==> src/rtl/depth_test_unit_if.sv <==
// depth_test_unit_if: fragment stream plus frame-buffer read/write ports of depth_test_unit.
interface depth_test_unit_if #(
    parameter int HORIZ_RESOLUTION = 80,
    parameter int VERT_RESOLUTION = 60,
    parameter int COLOR_DEPTH = 12,
    parameter int Z_DEPTH = 8
);
    localparam int HW = $clog2(HORIZ_RESOLUTION);
    localparam int VW = $clog2(VERT_RESOLUTION);
    localparam int PW = Z_DEPTH + COLOR_DEPTH;
    logic frag_valid;
    logic frag_ready;
    logic [HW-1:0] frag_x;
    logic [VW-1:0] frag_y;
    logic [Z_DEPTH-1:0] frag_z;
    logic [COLOR_DEPTH-1:0] frag_color;
    logic [HW-1:0] read_horiz_addr;
    logic [VW-1:0] read_vert_addr;
    logic [PW-1:0] read_pixel_data;
    logic [HW-1:0] write_horiz_addr;
    logic [VW-1:0] write_vert_addr;
    logic write_en;
    logic [PW-1:0] write_pixel_data;
    modport master (
        output frag_valid, frag_x, frag_y, frag_z, frag_color, read_pixel_data,
        input frag_ready, read_horiz_addr, read_vert_addr,
        input write_horiz_addr, write_vert_addr, write_en, write_pixel_data
    );
    modport slave (
        input frag_valid, frag_x, frag_y, frag_z, frag_color, read_pixel_data,
        output frag_ready, read_horiz_addr, read_vert_addr,
        output write_horiz_addr, write_vert_addr, write_en, write_pixel_data
    );
endinterface

==> src/rtl/depth_test_unit.sv <==
// depth_test_unit: pipelined Z-buffer read-compare-write stage, stalls on same-pixel hazards.
// Define DEPTH_TEST_STATS_EN to add saturating pass/fail counters.
module depth_test_unit #(
    parameter int HORIZ_RESOLUTION = 80,
    parameter int VERT_RESOLUTION = 60,
    parameter int COLOR_DEPTH = 12,
    parameter int Z_DEPTH = 8,
    parameter int READ_LATENCY = 2,
    parameter bit DEPTH_LE = 1'b0
) (
    input logic i_clk,
    input logic i_srst_n,
    depth_test_unit_if.slave bus,
`ifdef DEPTH_TEST_STATS_EN
    input logic i_stats_clear,
    output logic [15:0] o_pass_count,
    output logic [15:0] o_fail_count,
`endif
    output logic o_idle
);
    localparam int HW = $clog2(HORIZ_RESOLUTION);
    localparam int VW = $clog2(VERT_RESOLUTION);
    localparam int LAST = READ_LATENCY - 1;
    logic [READ_LATENCY-1:0] pv;
    logic [HW-1:0] px [READ_LATENCY];
    logic [VW-1:0] py [READ_LATENCY];
    logic [Z_DEPTH-1:0] pz [READ_LATENCY];
    logic [COLOR_DEPTH-1:0] pc [READ_LATENCY];
    logic hazard, accept, pass;
    assign bus.read_horiz_addr = bus.frag_x;
    assign bus.read_vert_addr = bus.frag_y;
    always_comb begin
        hazard = bus.write_en && bus.write_horiz_addr == bus.frag_x && bus.write_vert_addr == bus.frag_y;
        for (int i = 0; i < READ_LATENCY; i++)
            hazard = hazard | (pv[i] && px[i] == bus.frag_x && py[i] == bus.frag_y);
    end
    assign bus.frag_ready = i_srst_n && !hazard;
    assign accept = bus.frag_valid && bus.frag_ready;
    // Padding the fragment z with all-ones (strict) or all-zeros (LE) lets one full-word
    // compare against the stored word decide on the Z field alone.
    assign pass = pv[LAST] && (DEPTH_LE ? {pz[LAST], {COLOR_DEPTH{1'b0}}} <= bus.read_pixel_data
                                        : {pz[LAST], {COLOR_DEPTH{1'b1}}} < bus.read_pixel_data);
    assign o_idle = !(|pv) && !bus.write_en;
    always_ff @(posedge i_clk) begin
        if (!i_srst_n) begin
            pv <= '0;
            bus.write_en <= 1'b0;
            bus.write_horiz_addr <= '0;
            bus.write_vert_addr <= '0;
            bus.write_pixel_data <= '0;
        end else begin
            pv[0] <= accept;
            for (int i = 1; i < READ_LATENCY; i++) pv[i] <= pv[i-1];
            bus.write_en <= pass;
            if (pass) begin
                bus.write_horiz_addr <= px[LAST];
                bus.write_vert_addr <= py[LAST];
                bus.write_pixel_data <= {pz[LAST], pc[LAST]};
            end
        end
    end
    always_ff @(posedge i_clk) begin
        px[0] <= bus.frag_x;
        py[0] <= bus.frag_y;
        pz[0] <= bus.frag_z;
        pc[0] <= bus.frag_color;
        for (int i = 1; i < READ_LATENCY; i++) begin
            px[i] <= px[i-1];
            py[i] <= py[i-1];
            pz[i] <= pz[i-1];
            pc[i] <= pc[i-1];
        end
    end
`ifdef DEPTH_TEST_STATS_EN
    logic fail;
    assign fail = pv[LAST] && !pass;
    always_ff @(posedge i_clk) begin
        if (!i_srst_n || i_stats_clear) begin
            o_pass_count <= '0;
            o_fail_count <= '0;
        end else begin
            o_pass_count <= o_pass_count + {15'd0, pass && !(&o_pass_count)};
            o_fail_count <= o_fail_count + {15'd0, fail && !(&o_fail_count)};
        end
    end
`endif
endmodule
==> src/flat_wrapper.sv <==
// flat-port wrapper written by rule: the top's interface ports become plain ports
module depth_test_unit_flat 
#(
    parameter int HORIZ_RESOLUTION = 80,
    parameter int VERT_RESOLUTION = 60,
    parameter int COLOR_DEPTH = 12,
    parameter int Z_DEPTH = 8,
    parameter int READ_LATENCY = 2,
    parameter bit DEPTH_LE = 1'b0
)
  (i_clk, i_srst_n, o_idle, bus_frag_valid, bus_frag_x, bus_frag_y, bus_frag_z, bus_frag_color, bus_read_pixel_data, bus_frag_ready, bus_read_horiz_addr, bus_read_vert_addr, bus_write_horiz_addr, bus_write_vert_addr, bus_write_en, bus_write_pixel_data);
  depth_test_unit_if #(.HORIZ_RESOLUTION(HORIZ_RESOLUTION), .VERT_RESOLUTION(VERT_RESOLUTION), .COLOR_DEPTH(COLOR_DEPTH), .Z_DEPTH(Z_DEPTH)) bus_i ();
  input logic i_clk;
  input logic i_srst_n;
  output logic o_idle;
  input wire logic [$bits(bus_i.frag_valid)-1:0] bus_frag_valid;
  input wire logic [$bits(bus_i.frag_x)-1:0] bus_frag_x;
  input wire logic [$bits(bus_i.frag_y)-1:0] bus_frag_y;
  input wire logic [$bits(bus_i.frag_z)-1:0] bus_frag_z;
  input wire logic [$bits(bus_i.frag_color)-1:0] bus_frag_color;
  input wire logic [$bits(bus_i.read_pixel_data)-1:0] bus_read_pixel_data;
  output wire logic [$bits(bus_i.frag_ready)-1:0] bus_frag_ready;
  output wire logic [$bits(bus_i.read_horiz_addr)-1:0] bus_read_horiz_addr;
  output wire logic [$bits(bus_i.read_vert_addr)-1:0] bus_read_vert_addr;
  output wire logic [$bits(bus_i.write_horiz_addr)-1:0] bus_write_horiz_addr;
  output wire logic [$bits(bus_i.write_vert_addr)-1:0] bus_write_vert_addr;
  output wire logic [$bits(bus_i.write_en)-1:0] bus_write_en;
  output wire logic [$bits(bus_i.write_pixel_data)-1:0] bus_write_pixel_data;
  assign bus_i.frag_valid = bus_frag_valid;
  assign bus_i.frag_x = bus_frag_x;
  assign bus_i.frag_y = bus_frag_y;
  assign bus_i.frag_z = bus_frag_z;
  assign bus_i.frag_color = bus_frag_color;
  assign bus_i.read_pixel_data = bus_read_pixel_data;
  assign bus_frag_ready = bus_i.frag_ready;
  assign bus_read_horiz_addr = bus_i.read_horiz_addr;
  assign bus_read_vert_addr = bus_i.read_vert_addr;
  assign bus_write_horiz_addr = bus_i.write_horiz_addr;
  assign bus_write_vert_addr = bus_i.write_vert_addr;
  assign bus_write_en = bus_i.write_en;
  assign bus_write_pixel_data = bus_i.write_pixel_data;
  depth_test_unit #(.HORIZ_RESOLUTION(HORIZ_RESOLUTION), .VERT_RESOLUTION(VERT_RESOLUTION), .COLOR_DEPTH(COLOR_DEPTH), .Z_DEPTH(Z_DEPTH), .READ_LATENCY(READ_LATENCY), .DEPTH_LE(DEPTH_LE)) u_core (.i_clk(i_clk), .i_srst_n(i_srst_n), .bus(bus_i), .o_idle(o_idle));
endmodule
==> config.mk <==
export PLATFORM = sky130hd
export DESIGN_NAME = depth_test_unit_flat
export DESIGN_NICKNAME = d
export VERILOG_FILES = /design/src/rtl/depth_test_unit_if.sv /design/src/rtl/depth_test_unit.sv /design/src/flat_wrapper.sv
export SDC_FILE = /design/constraint.sdc
export NUM_CORES = 1
export LEC_CHECK = 0
export CORE_ASPECT_RATIO = 1.1
export CORE_UTILIZATION = 44
export CTS_CLUSTER_SIZE = 25
export DETAILED_ROUTE_END_ITERATION = 16
export GPL_TIMING_DRIVEN = 0
export PLACE_DENSITY = 0.83
export RECOVER_POWER = 100
export SKIP_LAST_GASP = 1
export SLEW_MARGIN = 10
export SYNTH_ARGS = -nofsm -noshare
export SYNTH_HDL_FRONTEND = slang
export SYNTH_SLANG_ARGS = --single-unit
==> constraint.sdc <==
create_clock -name i_clk -period 2.2 [get_ports i_clk]
set_input_delay 0.66 -clock i_clk [delete_from_list [all_inputs] [get_ports i_clk]]
set_output_delay 0.66 -clock i_clk [all_outputs]
set_load 0.02 [all_outputs]
**Word level (Yosys, flattened, before mapping)**

Memory sizes are Yosys's and may differ from the RTL's. A register that Yosys moved wholly into a read port is not among the register bits.
Cells that the tools add are included.

- Order comparisons: 1
- Equality and inequality tests: 6
- Bitwise logic cells: 2
- Reductions and logical operators: 15

Operators by type and width:

| kind | number |
|---|---|
| equality test 7 bit | 3 |
| less-than comparator 20 bit | 1 |
| equality test 6 bit | 3 |
| logical AND 1 bit | 10 |
| logical NOT 1 bit | 4 |
| OR 1 bit | 2 |
| OR reduction 2 bit | 1 |

- Flip-flop bits (word level): 36
- Memory bits (writable): 66
- Input bits: 56
- Output and inout bits: 49
- Memories: 4

Memories:

| name | words | bits a word | rd ports | clocked after Yosys merged registers in | write ports | RTL line | source |
|---|---|---|---|---|---|---|---|
| u_core.pc | 2 | 12 | 2 | 1 | 2 | depth_test_unit.sv:28 | `logic [COLOR_DEPTH-1:0] pc [READ_LATENCY];` |
| u_core.pz | 2 | 8 | 2 | 0 | 2 | depth_test_unit.sv:27 | `logic [Z_DEPTH-1:0] pz [READ_LATENCY];` |
| u_core.px | 2 | 7 | 2 | 0 | 2 | depth_test_unit.sv:25 | `logic [HW-1:0] px [READ_LATENCY];` |
| u_core.py | 2 | 6 | 2 | 0 | 2 | depth_test_unit.sv:26 | `logic [VW-1:0] py [READ_LATENCY];` |

**Depth between registers and ports, before layout**

Gate-level depths: netlist of the first run.

- Word-level depth: 8
- Gate-level depth with buffers: 8

**Least setup slack after synthesis of the first run**

Ideal clock, no wire load.

- Kind: input -> output
- From: input port bus_frag_x[4]
- To: output port bus_frag_ready
- Arrival: 1.660 ns
- Setup slack: -0.120 ns
- Cell stages on the path: 4
- Path through: xnor2_1 -> nand4_1 -> nor4_1 -> nor4_1

- Word-level cells in the longest chain between the ends: 7

Ends and longest elaborated chain:

| item | RTL line | source |
|---|---|---|
| start: declaration | flat_wrapper.sv:17 | `input wire logic [$bits(bus_i.frag_x)-1:0] bus_frag_x;` |
| equality test 7 bit, on equally long branches | depth_test_unit.sv:33, depth_test_unit.sv:35 |  |
| logical AND 1 bit, on equally long branches (2 in series) | depth_test_unit.sv:33, depth_test_unit.sv:35 |  |
| OR 1 bit | depth_test_unit.sv:35 | `hazard = hazard \| (pv[i] && px[i] == bus.frag_x && py[i] == bus.frag_y);` |
| OR 1 bit * | depth_test_unit.sv:35 |  |
| logical NOT 1 bit * | depth_test_unit.sv:37 | `assign bus.frag_ready = i_srst_n && !hazard;` |
| logical AND 1 bit * | depth_test_unit.sv:37 |  |
| end: declaration | flat_wrapper.sv:22 | `output wire logic [$bits(bus_i.frag_ready)-1:0] bus_frag_ready;` |

Every way passes the cells marked *; elsewhere a longest branch is shown, timed or not.

**Final worst setup path of the first run**

- From: input port bus_frag_x[0]
- To: output port bus_frag_ready

Same word-level chain as after synthesis.

==> metrics.csv, run 1 <==
stage;metric;value;unit
floorplan;rows;36;
critical_path;startpoint_type;primary input;
critical_path;cpPeakStageDelay;0.36;ns
pwr;leakage;2.46;nW
sta;worst_slack;-0.191;ns
grt;antenna_found_initial;0;
clock_tree;clock_latency;0.37;ns
sta;fin_crit_sh;109;%
floorplan;die_h;102;um
critical_path;slowest_stage;nor4_2;
critical_path;crit_cells;6;
grt;overflow;0;
floorplan;io_pins;105;
yosys;synth_seq_cells;102;
cells_and_area;finalCoreUtilization;66.3;%
clock_tree;clk_pin_slew;0.08;ns
sta;fin_crit;2.39;ns
cells_and_area;area_delta_synth_final;46.7;%
cells_and_area;n_antenna_cell;0;
routing;first_iter_violations;338;
cells_and_area;final_area;0.00585;mm2
yosys;syn_nets;480;
floorplan;die_area;0.00945;mm2
routing;drc;0;
sta;setup_viol;1;
grt;grt_first_pass_wirelength;18.4;mm
sta;slew_violations;0;
critical_path;worst-setup-path-type;in2out;
clock_tree;postCtsHoldBufs;0;
routing;num_vias;3860;
cells_and_area;nets;598;
pwr;netSwitchingFraction;25.0;%
critical_path;cp_data_required_time;1.54;ns
critical_path;end_kind;output pin;
cells_and_area;drive_gt1_share;25.2;%
run;drv_cap;0;
sta;fmax;0.418;GHz
pwr;ir_worst_vdd;0.426;mV
critical_path;worstPathArrival;1.73;ns
grt;use_met3;5.95;%
floorplan;core-area;0.00883;mm2
yosys;yosysWarnings;0;
sta;hold_viol;0;
pwr;p_int;3.12;mW
routing;firstDrtPassIters;9;
pwr;p_per_area;711;mW/mm2
routing;totalWireLength;12.0;mm
outcome;violations;setup timing;
place;portBuffers;92;
pwr;comb_power_share;16.3;%
critical_path;rr_startpoint;u_core.pz[0][14];
place;placed_area;0.00506;mm2
clock_tree;cts.path.max_buffers;2;
grt;track_usage;25.1;%
yosys;synthCells;417;
place;place.gp.congestion;0.857;
clock_tree;cts_buffers;9;
routing;routedWlPerCell;18.4;um
critical_path;cp_max_fo;5;
sta;finClkSkew;0.0147;ns
critical_path;crit_start;bus_frag_x[0];
cells_and_area;mostFrequentLayoutCell;dfxtp_1;
clock_tree;clock_sinks;102;
sta;rsz0062_at_grt;yes;
routing;ant_nets;0;
yosys;syn_area_per_cell;9.56;um2
yosys;synthDistinctLibCells;29;
critical_path;r2r_cells;9;
pwr;p_switching;1.04;mW
clock_tree;h-tree-depth;3;
grt;grt_max_degree;16;
sta;relSlewSlack;61.3;%
critical_path;crit_chain;buf_6 > xnor2_2 > nand4_1 > nor4_2 > nor4_2 > buf_4;
clock_tree;clock_tree.root_cell;clkbuf_8;
yosys;ys_seq_area_share;51.2;%
routing;vias_per_cell;5.91;
sta;whs;0.331;ns
floorplan;start_util;45.2;%
pwr;pwr-share-seq;48.7;%
critical_path;path_common_cell;nor4_2;
worst_hold_path;whs_path_depth;0;
critical_path;reg2reg_slack;0.26;ns
outcome;status;finished, violations left;
sta;tightest_slew;0.580;ns
critical_path;endpoint;bus_frag_ready;
worst_hold_path;hp-class;reg2reg;
critical_path;worst-path-buf-inv;2;
cells_and_area;fillerInstances;649;
place;dp_hpwl;7.35;mm
clock_tree;cts_tree;yes;
pwr;p_clk_share;35.0;%
yosys;synth_area;0.00399;mm2
grt;grt.busiest_layer;met2;
grt;grt_pass1_vias;3736;
critical_path;path_delay_family;simple AND/OR/NAND/NOR gates;
grt;met1_usage;28.2;%
floorplan;fp.dieW;92.8;um
critical_path;r2r-end;u_core.bus.write_pixel_data[1];
cells_and_area;final_cell_mix;dfxtp_1, clkdlybuf4s50_1, nand2_1;
grt;use_met2;43.0;%
==> layer usage <==
metal	wire, um	up-vias
li1	-	1745
met1	4300	1812
met3	1130	59
met4	579	0
met5	0	-
met2	5980	244
==> Yosys cell counts <==
cell | n | share of area, %
dfxtp_1 | 102 | 51
nand2_1 | 55 | 5.2
nand4_1 | 42 | 6.6
xnor2_1 | 39 | 8.6
nor3_1 | 34 | 4.3
clkbuf_1 | 23 | 2.2
a211oi_1 | 20 | 3.8
and3_1 | 19 | 3.0
a31oi_1 | 14 | 2.2
buf_4 | 13 | 2.4
o311ai_0 | 13 | 2.9
inv_1 | 9 | 0.85
ha_1 | 7 | 2.2
buf_1 | 6 | 0.56
nor4_1 | 4 | 0.63
and2_1 | 3 | 0.47
buf_2 | 2 | 0.25
a2111oi_4 | 1 | 0.69
a211o_1 | 1 | 0.22
a21o_1 | 1 | 0.19
a21o_2 | 1 | 0.22
a21oi_1 | 1 | 0.13
buf_6 | 1 | 0.28
nand2b_1 | 1 | 0.16
nand3_1 | 1 | 0.13
nor2b_1 | 1 | 0.16
o2111a_1 | 1 | 0.28
o21ai_2 | 1 | 0.22
or3_1 | 1 | 0.16
==> cell type report <==
cell class | instances | area [um2] | share of cell area [%]
buffer | 45 | 317 | 5.41
clock buffer | 12 | 165 | 2.82
clock inverter | 3 | 90.1 | 1.54
inverter | 9 | 36.3 | 0.620
multi-input combinational | 262 | 1990 | 33.9
sequential | 102 | 2040 | 34.9
tap | 114 | 143 | 2.44
timing repair buffer | 106 | 1070 | 18.3
==> cells by family (layout without fill, tap and decap cells) <==
kind of cell / Yosys count / count (layout) / share of synthesized area [%]
and+or+nand+nor: 161 / 161 / 20.7
DFF: 102 / 102 / 51.2
AOI/OAI and AO/OA: 54 / 55 / 10.8
buffers and inverters: 54 / 175 / 6.56
xor gates and xnor gates: 39 / 39 / 8.57
adders and majority gates: 7 / 7 / 2.20
==> how the worst min path moves through the flow <==
stage          slack, ns               to             from
2_1_floorplan       0.31  u_core.pc[1][0]  u_core.pc[0][0]
3_3_place_gp        0.31  u_core.pz[0][9]  u_core.pz[0][1]
3_5_place_dp        0.31  u_core.pc[1][0]  u_core.pc[0][0]
4_1_cts             0.33  u_core.pc[1][7]  u_core.pc[0][7]
5_1_grt             0.34  u_core.pc[1][0]  u_core.pc[0][0]
6_report            0.33  u_core.pc[1][8]  u_core.pc[0][8]
==> power groups by stage <==
stage          clock, mW  sequential, mW  combinational [mW]
6_report            1.46            2.02               0.677
5_1_grt             1.55            2.03               0.716
4_1_cts             1.46            2.02               0.636
3_5_place_dp           0            2.05               0.553
3_3_place_gp           0            2.05               0.538
2_1_floorplan          0            2.07               0.269
==> metrics by stage <==
stage / TNS (ns) / total power [mW] / setup WS [ns] / cells
2_1_floorplan: 0 / 2.34 / 0.0215 / 417
3_3_place_gp: -29.02 / 2.59 / -1.02 / 623
3_5_place_dp: -30.68 / 2.61 / -1.05 / 623
4_1_cts: -0.160 / 4.11 / -0.129 / 649
5_1_grt: -0.278 / 4.30 / -0.250 / 653
6_report: -0.191 / 4.16 / -0.191 / 653
==> sequential cells by signal, summed over array words and instances, names as in the netlist <==
signal	flops
u_core.bus.write_pixel_data	20
u_core.bus.write_horiz_addr	7
u_core.pz	16
u_core.px	14
u_core.pc	24
u_core.pv	2
u_core.bus.write_en	1
u_core.bus.write_vert_addr	6
u_core.py	12
==> repair_timing <==
| action | in CTS | in global routing |
|---|---|---|
| setup buffers | 7 | 3 |
| endpoints found under the setup margin | 48 | 41 |
| resized for setup | 166 | 34 |
| cloned | 5 | 1 |
| pin swaps | 34 | 15 |
No activity file was read; power rests on OpenSTA's default activity.
==> inputs of run 2 (changes only) <==
CAP_MARGIN = 0   (was not set)
==> results of run 2 <==
Same layout as run 1: the final DEF is identical, and so are final timing and power.
==> RTL edit 1, RTL diff (settings of run 2) <==
`DEPTH_LE` is set to 1'b0 in 2 places; all go to 1'b1.
--- a/src/rtl/depth_test_unit.sv
+++ b/src/rtl/depth_test_unit.sv
@@ -8,3 +8,3 @@
     parameter int READ_LATENCY = 2,
-    parameter bit DEPTH_LE = 1'b0
+    parameter bit DEPTH_LE = 1'b1
 ) (
--- a/src/flat_wrapper.sv
+++ b/src/flat_wrapper.sv
@@ -8,3 +8,3 @@
     parameter int READ_LATENCY = 2,
-    parameter bit DEPTH_LE = 1'b0
+    parameter bit DEPTH_LE = 1'b1
 )
Behaviour: not the same (a bounded check fails within 4 cycles, from zero or initial values and one cycle with i_srst_n low).
==> RTL edit 1 against run 2 <==
The flow still finishes with violations (negative setup slack). Design area fell by 9.3%. Sequential share of layout area rose by 3.6 points. Routed wire length fell by 29%. Worst setup slack got worse by 0.13 ns. Final cell count fell by 13%. Die area fell by 12%. Synthesized area fell by 13%. Total power fell by 11%. Sequential cell count did not move. Highest routed layer unchanged.
==> RTL edit 1: results (changes against run 2) <==
\begin{tabular}{lr}
\hline
Metric & Value \\
\hline
\multicolumn{2}{l}{\textbf{STA}} \\
\quad Worst Hold Margin & 0.331 ns (about the same) \\
\quad Final worst slack & -0.320 ns (was -0.191 ns) \\
\quad Slew margin rel. & 58.1\% (was 61.3\%) \\
\quad Total setup violations reported at the end of the flow & 1 (unchanged) \\
\quad Clock skew & 0.0104 ns (was 0.0147 ns) \\
\quad Setup TNS & -0.320 ns (was -0.191 ns) \\
\multicolumn{2}{l}{\textbf{Routing}} \\
\quad Vias per std cell & 4.67 (was 5.91) \\
\quad 1st-pass router iterations & 4 (was 9) \\
\multicolumn{2}{l}{\textbf{Logic synthesis}} \\
\quad Portion of netlist area occupied by mux cells & 9.47\% (was 0\%) \\
\quad Cell types occupying the most area after synthesis & dfxtp\_1, mux2i\_1, nand2\_1 (was dfxtp\_1, xnor2\_1, nand4\_1) \\
\quad Compound-gate portion of the synthesized area & 1.29\% (was 10.8\%) \\
\quad Fraction of the yosys area taken by sequential cells & 58.5\% (was 51.2\%) \\
\quad Post-synthesis cell type count & 26 (was 29) \\
\quad Top post-synthesis cells by count & dfxtp\_1, nand2\_1, mux2i\_1 (was dfxtp\_1, nand2\_1, nand4\_1) \\
\quad Adder-cell share of the synthesized area & 2.87\% (was 2.20\%) \\
\multicolumn{2}{l}{\textbf{Global route}} \\
\quad Gr usage total & 20.8\% (was 25.1\%) \\
\quad Wire length of the first global-routing pass & 12.8 mm (was 18.4 mm) \\
\multicolumn{2}{l}{\textbf{Power}} \\
\quad Proportion of power drawn by flip-flops and latches & 54.2\% (was 48.7\%) \\
\quad Leakage & 2.32 nW (was 2.46 nW) \\
\quad Switch Pwr & 0.903 mW (was 1.04 mW) \\
\quad Maximum VDD drop & 548 uV (was 426 uV) \\
\quad Proportion of power drawn by the clock network & 30.2\% (was 35.0\%) \\
\multicolumn{2}{l}{\textbf{Final layout}} \\
\quad Share of cells above drive strength 1 & 23.3\% (was 25.2\%) \\
\multicolumn{2}{l}{\textbf{Run status}} \\
\quad Run status & complete, but fails checks (unchanged) \\
\quad Failing checks & negative setup slack (unchanged) \\
\multicolumn{2}{l}{\textbf{Critical path}} \\
\quad Critical Path Slowest Stage Cell & o31ai\_4 (was nor4\_2) \\
\quad Reg2reg setup slack & 0.09 ns (was 0.26 ns) \\
\multicolumn{2}{l}{\textbf{Placed design}} \\
\quad Post-placement worst setup slack & -1.29 ns (was -1.05 ns) \\
\quad Count of placed standard cells including taps & 527 (was 623) \\
\hline
\end{tabular}
==> RTL edit 1: worst paths after layout <==
kind | from | endpoint
setup / recovery | bus_frag_y[0] | bus_frag_ready
hold / removal | u_core.pz[0][1] | u_core.pz[0][9]
setup reg to reg | u_core.px[0][6] | u_core.pv[0]
hold reg to reg | u_core.pz[0][1] | u_core.pz[0][9]
==> RTL edit 1: cell type report <==
| type | count | area, um2 |
|---|---|---|
| fillers | 528 | 2250 |
| clock inverters | 4 | 47.5 |
| flip-flops and latches | 102 | 2040 |
| inverters | 10 | 47.5 |
| multi-input cells | 183 | 1490 |
| repair buffers | 125 | 1230 |
| clock buffers | 12 | 135 |
| well taps | 105 | 131 |
| plain buffers | 24 | 179 |
==> RTL edit 1: per-stage QoR <==
step	instance area, um2	utilization (%)
2_1_floorplan	3570	-
3_3_place_gp	4730	62.6
3_5_place_dp	4730	62.6
4_1_cts	5180	68.6
5_1_grt	5310	70.2
6_report	5310	70.2
==> RTL edit 1: logic make-up (layout without fill, tap and decap cells) <==
family | Yosys count | count (layout)
xor gates and xnor gates | 39 | 39
DFF | 102 | 102
AOI/OAI and AO/OA | 7 | 7
muxes | 33 | 33
buffers and inverters | 34 | 175
adders and majority gates | 8 | 8
and+or+nand+nor | 96 | 96
==> RTL edit 1: per-layer routing <==
metal	GRT usage, %	routed length [um]	up-vias
met3	3.29	447	21
met4	10.4	246	0
met1	24.2	3420	1233
met5	0	0	-
met2	37.1	4440	93
li1	-	-	1292
==> RTL edit 1: what timing repair did <==
action | in CTS | in global routing
resized for setup | 111 | 33
gates cloned | 2 | 1
setup buffers | 15 | 5
endpoints found under the hold margin | 0 | 0
pin swaps | 20 | 19
hold buffers | 0 | 0
endpoints found under the setup margin | 49 | 32
==> RTL edit 2, RTL diff (config.mk and constraints of run 2) <==
Made on the original files. `VERT_RESOLUTION` is set to 60 in 3 places; all go to 120.
--- a/src/rtl/depth_test_unit_if.sv
+++ b/src/rtl/depth_test_unit_if.sv
@@ -3,3 +3,3 @@
     parameter int HORIZ_RESOLUTION = 80,
-    parameter int VERT_RESOLUTION = 60,
+    parameter int VERT_RESOLUTION = 120,
     parameter int COLOR_DEPTH = 12,
--- a/src/rtl/depth_test_unit.sv
+++ b/src/rtl/depth_test_unit.sv
@@ -4,3 +4,3 @@
     parameter int HORIZ_RESOLUTION = 80,
-    parameter int VERT_RESOLUTION = 60,
+    parameter int VERT_RESOLUTION = 120,
     parameter int COLOR_DEPTH = 12,
--- a/src/flat_wrapper.sv
+++ b/src/flat_wrapper.sv
@@ -4,3 +4,3 @@
     parameter int HORIZ_RESOLUTION = 80,
-    parameter int VERT_RESOLUTION = 60,
+    parameter int VERT_RESOLUTION = 120,
     parameter int COLOR_DEPTH = 12,
Ports: changed (resized bus_frag_y, bus_read_vert_addr and bus_write_vert_addr); port bits go from 105 to 108. The function was not compared with the original's and may differ.
==> RTL edit 2 against run 2 <==
The flow still finishes with violations (negative setup slack). Global-route usage decreased by 1.9 points. Worst hold slack got worse by 0.0082 ns. Sequential power increased by 3%. Sequential cell count increased by 3. Routed wire length increased by 0.54%. Synthesized area increased by 5.3%. Worst setup slack got worse by 0.11 ns. Clock power decreased by 20%. Design area increased by 0.94%. Critical endpoint unchanged. Synthesized cell count increased by 0.96%. Total power decreased by 5.6%.
==> RTL edit 2: results (changes against run 2) <==
\begin{tabular}{lr}
\hline
Metric & Value \\
\hline
\multicolumn{2}{l}{\textbf{Final layout}} \\
\quad Number of diodes added for antenna fixing & 0 (unchanged) \\
\quad Share of cells above drive strength 1 & 23.6\% (was 25.2\%) \\
\quad Number of filler instances in the final layout & 729 (was 649) \\
\quad Final Instance Count excl. Fillers & 663 (was 653) \\
\quad Multi-input logic area & 0.00202 mm2 (was 0.00199 mm2) \\
\quad NumNets Final & 605 (was 598) \\
\multicolumn{2}{l}{\textbf{Placed design}} \\
\quad Half-perimeter wire length of the detailed placement result & 7.93 mm (was 7.35 mm) \\
\quad Number of input and output port buffers inserted & 94 (was 92) \\
\quad Count of placed standard cells including taps & 632 (was 623) \\
\quad Area post-placement & 0.00530 mm2 (was 0.00506 mm2) \\
\quad Weighted congestion at the end of routability-driven global placement & 0.867 (was 0.857) \\
\multicolumn{2}{l}{\textbf{STA}} \\
\quad Clock skew & 0.0131 ns (was 0.0147 ns) \\
\quad Total setup violations reported at the end of the flow & 2 (was 1) \\
\quad Final worst slack & -0.305 ns (was -0.191 ns) \\
\quad Setup TNS & -0.383 ns (was -0.191 ns) \\
\multicolumn{2}{l}{\textbf{Routing}} \\
\quad 1st-pass router iterations & 6 (was 9) \\
\quad Violation count after the first detailed-routing iteration & 245 (was 338) \\
\quad Post-DR wirelength/cell & 18.2 um (was 18.4 um) \\
\quad Vias & 3905 (was 3860) \\
\multicolumn{2}{l}{\textbf{Run status}} \\
\quad Failing checks & negative setup slack (unchanged) \\
\quad Run status & complete, but fails checks (unchanged) \\
\multicolumn{2}{l}{\textbf{Power}} \\
\quad Maximum VDD drop & 326 uV (was 426 uV) \\
\multicolumn{2}{l}{\textbf{Logic synthesis}} \\
\quad Post-synthesis cell type count & 37 (was 29) \\
\quad Fraction of the yosys area taken by sequential cells & 50.1\% (was 51.2\%) \\
\quad Post-Synthesis Net Count & 485 (was 480) \\
\quad Cell types occupying the most area after synthesis & dfxtp\_1, xnor2\_1, nand4\_1 (unchanged) \\
\quad Post-synthesis cell count & 421 (was 417) \\
\quad Top post-synthesis cells by count & dfxtp\_1, nand4\_1, xnor2\_1 (was dfxtp\_1, nand2\_1, nand4\_1) \\
\multicolumn{2}{l}{\textbf{Global route}} \\
\quad Via count of the first global-routing pass & 3745 (was 3736) \\
\quad Pin count of the biggest net entering global routing & 18 (was 16) \\
\quad Gr usage total & 23.2\% (was 25.1\%) \\
\quad Wire length of the first global-routing pass & 17.9 mm (was 18.4 mm) \\
\multicolumn{2}{l}{\textbf{Critical path}} \\
\quad Critical Path Slowest Stage Cell & o41ai\_2 (was nor4\_2) \\
\quad Delay of the slowest cell on the worst path & 0.42 ns (was 0.36 ns) \\
\quad Delay-heaviest family, CP & compound AO/OA/AOI/OAI gates (was simple AND/OR/NAND/NOR gates) \\
\hline
\end{tabular}
-- RTL edit 2: worst paths after layout --
| check | startpoint | end | slack, ns | cells after the start |
|---|---|---|---|---|
| min | u_core.pc[0][2] | u_core.pc[1][2] | 0.32 | 0 |
| max | bus_frag_x[2] | bus_frag_ready | -0.31 | 6 |
| max reg2reg | u_core.pz[0][14] | u_core.bus.write_vert_addr[5] | 0.16 | 8 |
| min reg2reg | u_core.pc[0][2] | u_core.pc[1][2] | 0.32 | 0 |
-- RTL edit 2: layout make-up --
| class | count | area share, % |
|---|---|---|
| clock buffer | 12 | 2.80 |
| tap | 117 | 2.48 |
| inverter | 9 | 0.572 |
| clock inverter | 4 | 0.572 |
| timing repair buffer | 111 | 17.9 |
| sequential | 105 | 35.6 |
| buffer | 47 | 5.83 |
| multi-input combinational | 258 | 34.2 |
-- RTL edit 2: repair_timing --
item,4_1_cts,5_1_grt
endpoints found under the setup margin,51,41
pin swaps,26,18
buffers inserted,8,5
gates resized for setup,116,60
cloned,1,3
-- RTL edit 2: metal layers --
| layer | vias to the layer above | global-route usage [%] | wire [um] |
|---|---|---|---|
| li1 | 1781 | - | - |
| met1 | 1861 | 27.1 | 4650 |
| met2 | 214 | 38.9 | 6020 |
| met3 | 49 | 4.97 | 924 |
| met4 | 0 | 11.9 | 470 |
| met5 | - | 0 | 0 |
-- RTL edit 2: per-stage QoR --
stage,hold WS [ns],setup WS [ns]
finish,0.323,-0.305
global route,0.342,-0.408
CTS,0.333,-0.302
detailed placement,0.312,-1.30
global placement,0.310,-1.32
floorplan,0.310,0.00939
-- RTL edit 2: kinds of logic after synthesis --
| group | count (synthesis) | synth area share (%) |
|---|---|---|
| compound gates | 59 | 12.2 |
| xor+xnor | 42 | 8.76 |
| fa+ha+maj | 7 | 2.09 |
| buf+inv | 58 | 7.42 |
| flops | 105 | 50.1 |
| simple gates | 150 | 19.4 |
-- RTL edit 2: report_power, final --
group	switching, mW	internal, mW
Sequential	0.0795	2.00
Clock	0.654	0.515
Combinational	0.357	0.319
